`config.mk`:
```
export PLATFORM = sky130hd
export DESIGN_NAME = lfsr_seq_ctrl
export DESIGN_NICKNAME = d
export VERILOG_FILES = /design/src/rtl/lfsr_seq_ctrl.sv
export SDC_FILE = /design/constraint.sdc
export NUM_CORES = 1
export LEC_CHECK = 0
export CAP_MARGIN = 5
export CORE_MARGIN = 8
export CORE_UTILIZATION = 43
export CTS_CLUSTER_SIZE = 40
export DETAILED_ROUTE_END_ITERATION = 10
export PLACE_DENSITY = 0.73
export REMOVE_ABC_BUFFERS = 1
export SETUP_SLACK_MARGIN = 0.1
export SYNTH_ARGS = -nofsm -noshare
export SYNTH_HDL_FRONTEND = slang
export SYNTH_SLANG_ARGS = --single-unit
```
`constraint.sdc`:
```
create_clock -name clk -period 1.7 [get_ports clk]
set_clock_uncertainty 0.2 [all_clocks]
set_input_delay 0.425 -clock clk [delete_from_list [all_inputs] [get_ports clk]]
set_output_delay 0.425 -clock clk [all_outputs]
set_load 0.03 [all_outputs]
```
`src/rtl/lfsr_seq_ctrl.sv`:
```
// Fibonacci LFSR with a seed/step sequencer: loads a seed, shifts a set number of times,
// streams each new state with a valid strobe. Optional period measurement under LFSR_PERIOD_EN.
module lfsr_seq_ctrl #(
    parameter int unsigned      WIDTH = 4,
    parameter logic [WIDTH-1:0] TAPS  = 4'b1100,
    parameter int unsigned      CNT_W = 8
) (
    input  logic             clk,
    input  logic             rst,
    input  logic             start,
    input  logic [WIDTH-1:0] seed,
    input  logic [CNT_W-1:0] steps,
    output logic [WIDTH-1:0] q,
    output logic             q_valid,
    output logic             busy,
    output logic             done,
`ifdef LFSR_PERIOD_EN
    output logic             err,
    output logic [CNT_W-1:0] period,
    output logic             period_vld
`else
    output logic             err
`endif
);

    typedef enum logic [1:0] {StIdle, StRun, StDone} state_e;

    state_e           state_q, state_d;
    logic [WIDTH-1:0] q_q, q_d;
    logic [CNT_W-1:0] cnt_q, cnt_d;
    logic             q_valid_q, q_valid_d;
    logic             done_q, done_d;
    logic             err_q, err_d;
    logic [WIDTH-1:0] q_next;
    logic             start_ok;

    assign q_next   = {q_q[WIDTH-2:0], ^(q_q & TAPS)};
    assign start_ok = (state_q == StIdle) && start && (seed != '0);

    always_comb begin
        state_d   = state_q;
        q_d       = q_q;
        cnt_d     = cnt_q;
        q_valid_d = 1'b0;
        done_d    = 1'b0;
        err_d     = 1'b0;
        unique case (state_q)
            StIdle: begin
                if (start) begin
                    if (seed != '0) begin
                        q_d     = seed;
                        cnt_d   = steps;
                        state_d = (steps != '0) ? StRun : StDone;
                    end else begin
                        // All-zero seed would lock the LFSR; refuse it.
                        err_d = 1'b1;
                    end
                end
            end
            StRun: begin
                q_d       = q_next;
                cnt_d     = cnt_q - CNT_W'(1);
                q_valid_d = 1'b1;
                if (cnt_q == CNT_W'(1)) begin
                    state_d = StDone;
                end
            end
            StDone: begin
                done_d  = 1'b1;
                state_d = StIdle;
            end
            default: state_d = StIdle;
        endcase
    end

    always_ff @(posedge clk) begin
        if (rst) begin
            state_q   <= StIdle;
            q_q       <= '0;
            cnt_q     <= '0;
            q_valid_q <= 1'b0;
            done_q    <= 1'b0;
            err_q     <= 1'b0;
        end else begin
            state_q   <= state_d;
            q_q       <= q_d;
            cnt_q     <= cnt_d;
            q_valid_q <= q_valid_d;
            done_q    <= done_d;
            err_q     <= err_d;
        end
    end

    assign q       = q_q;
    assign q_valid = q_valid_q;
    assign done    = done_q;
    assign err     = err_q;
    assign busy    = (state_q == StRun) || (state_q == StDone);

`ifdef LFSR_PERIOD_EN
    logic [WIDTH-1:0] seed_q;
    logic [CNT_W-1:0] pcnt_q;
    logic [CNT_W-1:0] period_q;
    logic             period_vld_q;

    always_ff @(posedge clk) begin
        if (rst) begin
            seed_q       <= '0;
            pcnt_q       <= '0;
            period_q     <= '0;
            period_vld_q <= 1'b0;
        end else if (start_ok) begin
            seed_q       <= seed;
            pcnt_q       <= '0;
            period_vld_q <= 1'b0;
        end else if (state_q == StRun) begin
            // Saturated counter means the period no longer fits; record nothing.
            if (pcnt_q != '1) begin
                pcnt_q <= pcnt_q + CNT_W'(1);
                if (!period_vld_q && (q_next == seed_q)) begin
                    period_q     <= pcnt_q + CNT_W'(1);
                    period_vld_q <= 1'b1;
                end
            end
        end
    end

    assign period     = period_q;
    assign period_vld = period_vld_q;
`else
    logic unused_start_ok;
    assign unused_start_ok = start_ok;
`endif

endmodule

```
# ---- After elaboration in Yosys (flattened, before gate mapping)
# Cells that the tools add are included.
dict set report word_totals {
  word_cells 38
  ram_bits 0
  latchBits 0
  rom_bits 0
  register_bits 17
  memories 0
  inputBits 15
  out_inout_bits 8
}
dict set report classes {
  order_cmp 0
  n_reduce_logical 9
  n_mul 0
  shift 0
  mux 14
  n_addsub 1
  n_eq_ne 6
  bitwise 2
  n_div 0
}
# op n
set op_table {}
lappend op_table {{$mux W8} 2}
lappend op_table {{$pmux W8 S2} 1}
lappend op_table {{$eq A8 B1 Y1 const B} 1}
lappend op_table {{$mux W2} 4}
lappend op_table {{$mux W4} 2}
lappend op_table {{$pmux W4 S2} 1}
lappend op_table {{$reduce_bool A8 Y1} 1}
lappend op_table {{$sub A8 B1 Y8 const B} 1}
lappend op_table {{$reduce_and A3 Y1} 2}
lappend op_table {{$ne A2 B2 Y1 const B} 2}
lappend op_table {{$pmux W2 S2} 1}
lappend op_table {{$reduce_bool A4 Y1} 1}
lappend op_table {{$reduce_xor A4 Y1} 1}
lappend op_table {{$mux W1} 3}
lappend op_table {{$reduce_or A3 Y1} 1}
lappend op_table {{$eq A2 B1 Y1 const B} 1}
lappend op_table {{$eq A2 B2 Y1 const B} 1}
lappend op_table {{$logic_not A2 Y1} 1}
lappend op_table {{$ne A2 B1 Y1 const B} 1}
lappend op_table {{$not A1 Y1} 2}
lappend op_table {{$reduce_bool A2 Y1} 1}
lappend op_table {{$logic_or A1 B1 Y1} 1}

# ---- Longest topological paths before layout
dict set report depth {
  word_depth 5
  depth_mapped 8
}

# ---- Worst setup path after synthesis
# OpenSTA, ideal clock, no wires.
dict set report synth_timing {
  path_type {register -> register}
  startpoint {register cnt_q[3]}
  endpoint {register state_q[1]}
  setup_time_ns 0.103
  required_ns 1.397
  arrival_ns 1.543
  setup_slack_ns -0.146
  n_path_buf 0
  stages_incl_launch_ff 5
  synth_period_minus_slack_ns 1.846
  path_cell_list {dfxtp_1 -> or4_4 -> o41ai_4 -> a21oi_2 -> a2111oi_2}
}
dict set report synth_via {
  elab_chain_cells 3
}
# item line
set synth_lines {}
lappend synth_lines {{from (decl)} 30} ;# logic [CNT_W-1:0] cnt_q, cnt_d;
lappend synth_lines {{from (signal assigned)} 87} ;# cnt_q <= cnt_d;
lappend synth_lines {{$eq A8 B1 Y1} 64} ;# if (cnt_q == CNT_W'(1)) begin
lappend synth_lines {{$ne A2 B2 Y1 (no source line)} --}
lappend synth_lines {{$reduce_and A3 Y1 (no source line)} --}
lappend synth_lines {{to (signal assigned)} 78} ;# state_q <= StIdle;
lappend synth_lines {{to (signal assigned)} 85} ;# state_q <= state_d;
lappend synth_lines {{to (decl)} 28} ;# state_e state_q, state_d;
# Every way passes these cells.
# A chain may end at the register's enable or synchronous reset.

# ---- Final worst setup path
dict set report layout_timing {
  startpoint {register cnt_q[6]}
  endpoint {register state_q[0]}
}
# Same word-level chain as after synthesis.

==> key figures <==
STA
  • Setup slack after layout: -0.0935 ns
  • Worst Tran Pin Value: 0.337 ns
  • Setup Viol. Count Final: 7
  • Slew Limit Headroom: 0.775
  • RSZ-0062 raised after global routing: true
  • Fin crit period: approximately 1.8 ns
  • Fin crit share: 1.05
  • WHS: around 0.30 ns
  • Fmax: 558 MHz
  • Fin. Hold Viols: 0
  • Max-slew violation count: 0

Power and ir drop
  • Total leakage power: 0.703 nW
  • Power Total: 1.77 mW
  • Max VDD drop: 0.000765 V
  • Pwr dens: 1060 nW/um2

Synthesis
  • Top area cells in the synthesized netlist: dfxtp_1 (35%), ha_1 (6.4%), a21oi_1 (5.1%), a211oi_1 (4.6%), nor2_1 (3.8%)
  • EDFF count, synth: 0
  • Yosys warning count: 0
  • Yosys reg bits: 17
  • Ys async rst share: 0
  • Syn Std Cell Area: 977 um2
  • Main combinational cell family by area after synthesis: compound AO/OA/AOI/OAI gates
  • Synth Area in Compound Gates: 0.302
  • Post-synthesis simple-gate area fraction: 0.191
  • Largest area contributor in the netlist: dfxtp_1
  • Mux contribution to synthesized area: 0.0307
  • Synth Instances: ~120
  • Synth cell count leaders: dfxtp_1 (17), a21oi_1 (10), nor2_1 (10), inv_1 (8)
  • Yosys top cell area share: 0.348
  • Sequential area share after synthesis: 0.348
  • Avg Cell Area, Syn: 8.50 um2
  • Synth Area in Adders: 0.0640
  • Most common cell in the netlist: dfxtp_1
  • Post-synth top flop: dfxtp_1
  • Yosys cell types: 38
  • Synth Area in XOR/XNOR: 0.00896

Critical path
  • Delay of the slowest critical-path stage: between 0.5 and 0.6 ns
  • Internal reg-to-reg setup slack: -0.09 ns
  • Worst setup EP type: flip-flop
  • Top delay family on crit path: simple AND/OR/NAND/NOR gates
  • Crit path launch type: flip-flop
  • CP arrival: 1.80 ns
  • Max stage delay cell, worst path: or4_4
  • Crit path buf inv count: 1
  • CP max FO: 2
  • CP Data Required Time: between 1.5 and 2 ns
  • Crit path cell chain: or4_4, o41ai_4, buf_4, a21o_2, a21oi_2
  • Critical path class: reg2reg

Detailed routing
  • DR pass1 iterations: 4
  • DR WL/cell: 15.8 um
  • DR DRC count: 0
  • Post-route antenna net violation count: 0
  • Total Wirelength: around 3300 um
  • Via count: around 1100
  • Via/cell ratio: 5.27
  • DR iter-0 viols: 54

Die
  • Initial core utilization: 0.446
  • Core Area: ~2200 um2
  • Die width: ~64 um
  • Full die area: 4050 um2
  • Top Ports: 23
  • Die H: 63.7 um
  • Row count: 17

Finish
  • Fill cell total of the finished layout: 154
  • Nets: 201
  • Layout cell share with drive strength beyond 1: 0.511
  • Fin cells: 208
  • Layout area overhead: 71.2%
  • ANT cells: 0

Clocking
  • CTS max path bufs: 2
  • Clk_lat worst skew: around 0.29 ns
  • CTS Sinks: 17
  • Clk slew on worst S/H paths: 0.11 ns
  • CTS buffer count: 3
  • H-Tree Depth: 1
  • CTS tree: done
  • Root Driver: clkbuf_4

Placement
  • Routability cong.: 0.897
  • Input/output buffers: 22
  • Detail Placement HPWL: approximately 2300 um
  • Placed Cells: 196
  • Worst slack at placement: -0.593 ns

GRT
  • GR Util met1: 0.188
  • Initial antenna violation count: 0
  • Met2 global-route usage: 0.266
  • Global route hottest layer: met2
  • Remaining global-route overflow: 0
  • Grt met3 use: 0.0318
  • GRT Overall Usage: 0.160
  • Largest net degree at the start of global routing: 10
  • Vias in the first global route: 1146
  • First-pass GRT wire length: around 5300 um

Run status
  • Status: finished, violations left
  • Failing checks: setup timing

Min path
  • Hold WC Path Type: reg2reg

Run
  • Max-cap viol count: 0
metrics by stage:
step	cell area [um2]	util	TNS, ns
3_3_place_gp	1470	0.671	-6.60
6_report	1670	0.764	-0.334
2_1_floorplan	957	-	-3.71
4_1_cts	1610	0.733	-0.399
5_1_grt	1670	0.764	-0.883
3_5_place_dp	1470	0.671	-6.92
power breakdown:
group          leakage [nW]  internal [mW]  total (mW)  switching [mW]
logic                 0.546          0.518        1.01           0.495
clock network        0.0150         0.0912       0.226           0.135
registers             0.142          0.473       0.530          0.0574
worst register-to-register path, delay by kind of cell (launching register included):
family,cells,cell delay [ns]
and+or+nand+nor,1,0.55
AOI/OAI and AO/OA,3,0.45
buffers and inverters,1,0.18
DFF,1,0.33
flip-flops by register name (all words and copies together), names as in the netlist:
name / cells
state_q: 2
q_valid: 1
q: 4
cnt_q: 8
done: 1
err: 1
routing by layer:
metal  wire length (um)  part of all wire  vias up
li1                   -                 -      552
met1               1360              0.42      491
met2               1670              0.51       43
met3                159             0.048       10
met4                 90             0.027        0
met5                  0                 0        -
layout make-up:
cell class              instances  area, um2  share of cell area
multi-input cells              84        702               0.420
inverters                       9       33.8              0.0202
clock buffers                   4       26.3              0.0157
repair buffers                 66        529               0.316
flip-flops and latches         17        347               0.207
well taps                      28       35.0              0.0209
logic make-up after synthesis:
logic type,Yosys count
AOI/OAI and AO/OA,39
DFF,17
muxes,3
xor gates and xnor gates,1
buffers and inverters,14
adders and majority gates,5
and+or+nand+nor,36
cells in the final DEF, fill, tap and decap left out, types with 2 or more instances in the layout:
cell type | netlist | routed
nand2_1 | 7 | 6
o211ai_1 | 2 | 2
buf_6 | 0 | 3
clkdlybuf4s15_2 | 0 | 2
o21ai_0 | 7 | 3
dfxtp_2 | 0 | 5
nor2_1 | 10 | 7
nor2b_1 | 4 | 3
dfxtp_1 | 17 | 12
o21ai_1 | 0 | 4
buf_2 | 1 | 2
a211oi_1 | 6 | 5
clkbuf_4 | 0 | 3
ha_4 | 0 | 2
clkdlybuf4s50_1 | 0 | 9
a21oi_2 | 1 | 2
inv_2 | 0 | 4
ha_1 | 5 | 2
buf_4 | 0 | 46
dlygate4sd2_1 | 0 | 2
o41ai_4 | 1 | 2
clkbuf_2 | 0 | 2
nor4_1 | 3 | 2
a21oi_1 | 10 | 8
nor2_2 | 0 | 2
nand3_1 | 4 | 3
inv_1 | 8 | 4
mux2i_2 | 0 | 2
worst paths after layout:
path	start	to	cells after the start
setup / recovery	cnt_q[6]$_SDFFE_PP0P_	state_q[0]$_SDFFE_PP0P_	5
hold / removal	cnt_q[6]$_SDFFE_PP0P_	cnt_q[6]$_SDFFE_PP0P_	2
setup reg to reg	cnt_q[6]$_SDFFE_PP0P_	state_q[0]$_SDFFE_PP0P_	5
hold reg to reg	cnt_q[6]$_SDFFE_PP0P_	cnt_q[6]$_SDFFE_PP0P_	2
what timing repair did:
item | 4_1_cts | 5_1_grt
setup buffers | 7 | 1
hold buffers | 0 | 0
pin swaps | 11 | 8
setup endpoints to repair | 18 | 16
gates resized for setup | 38 | 25
No activity file was read; power rests on OpenSTA's default activity.
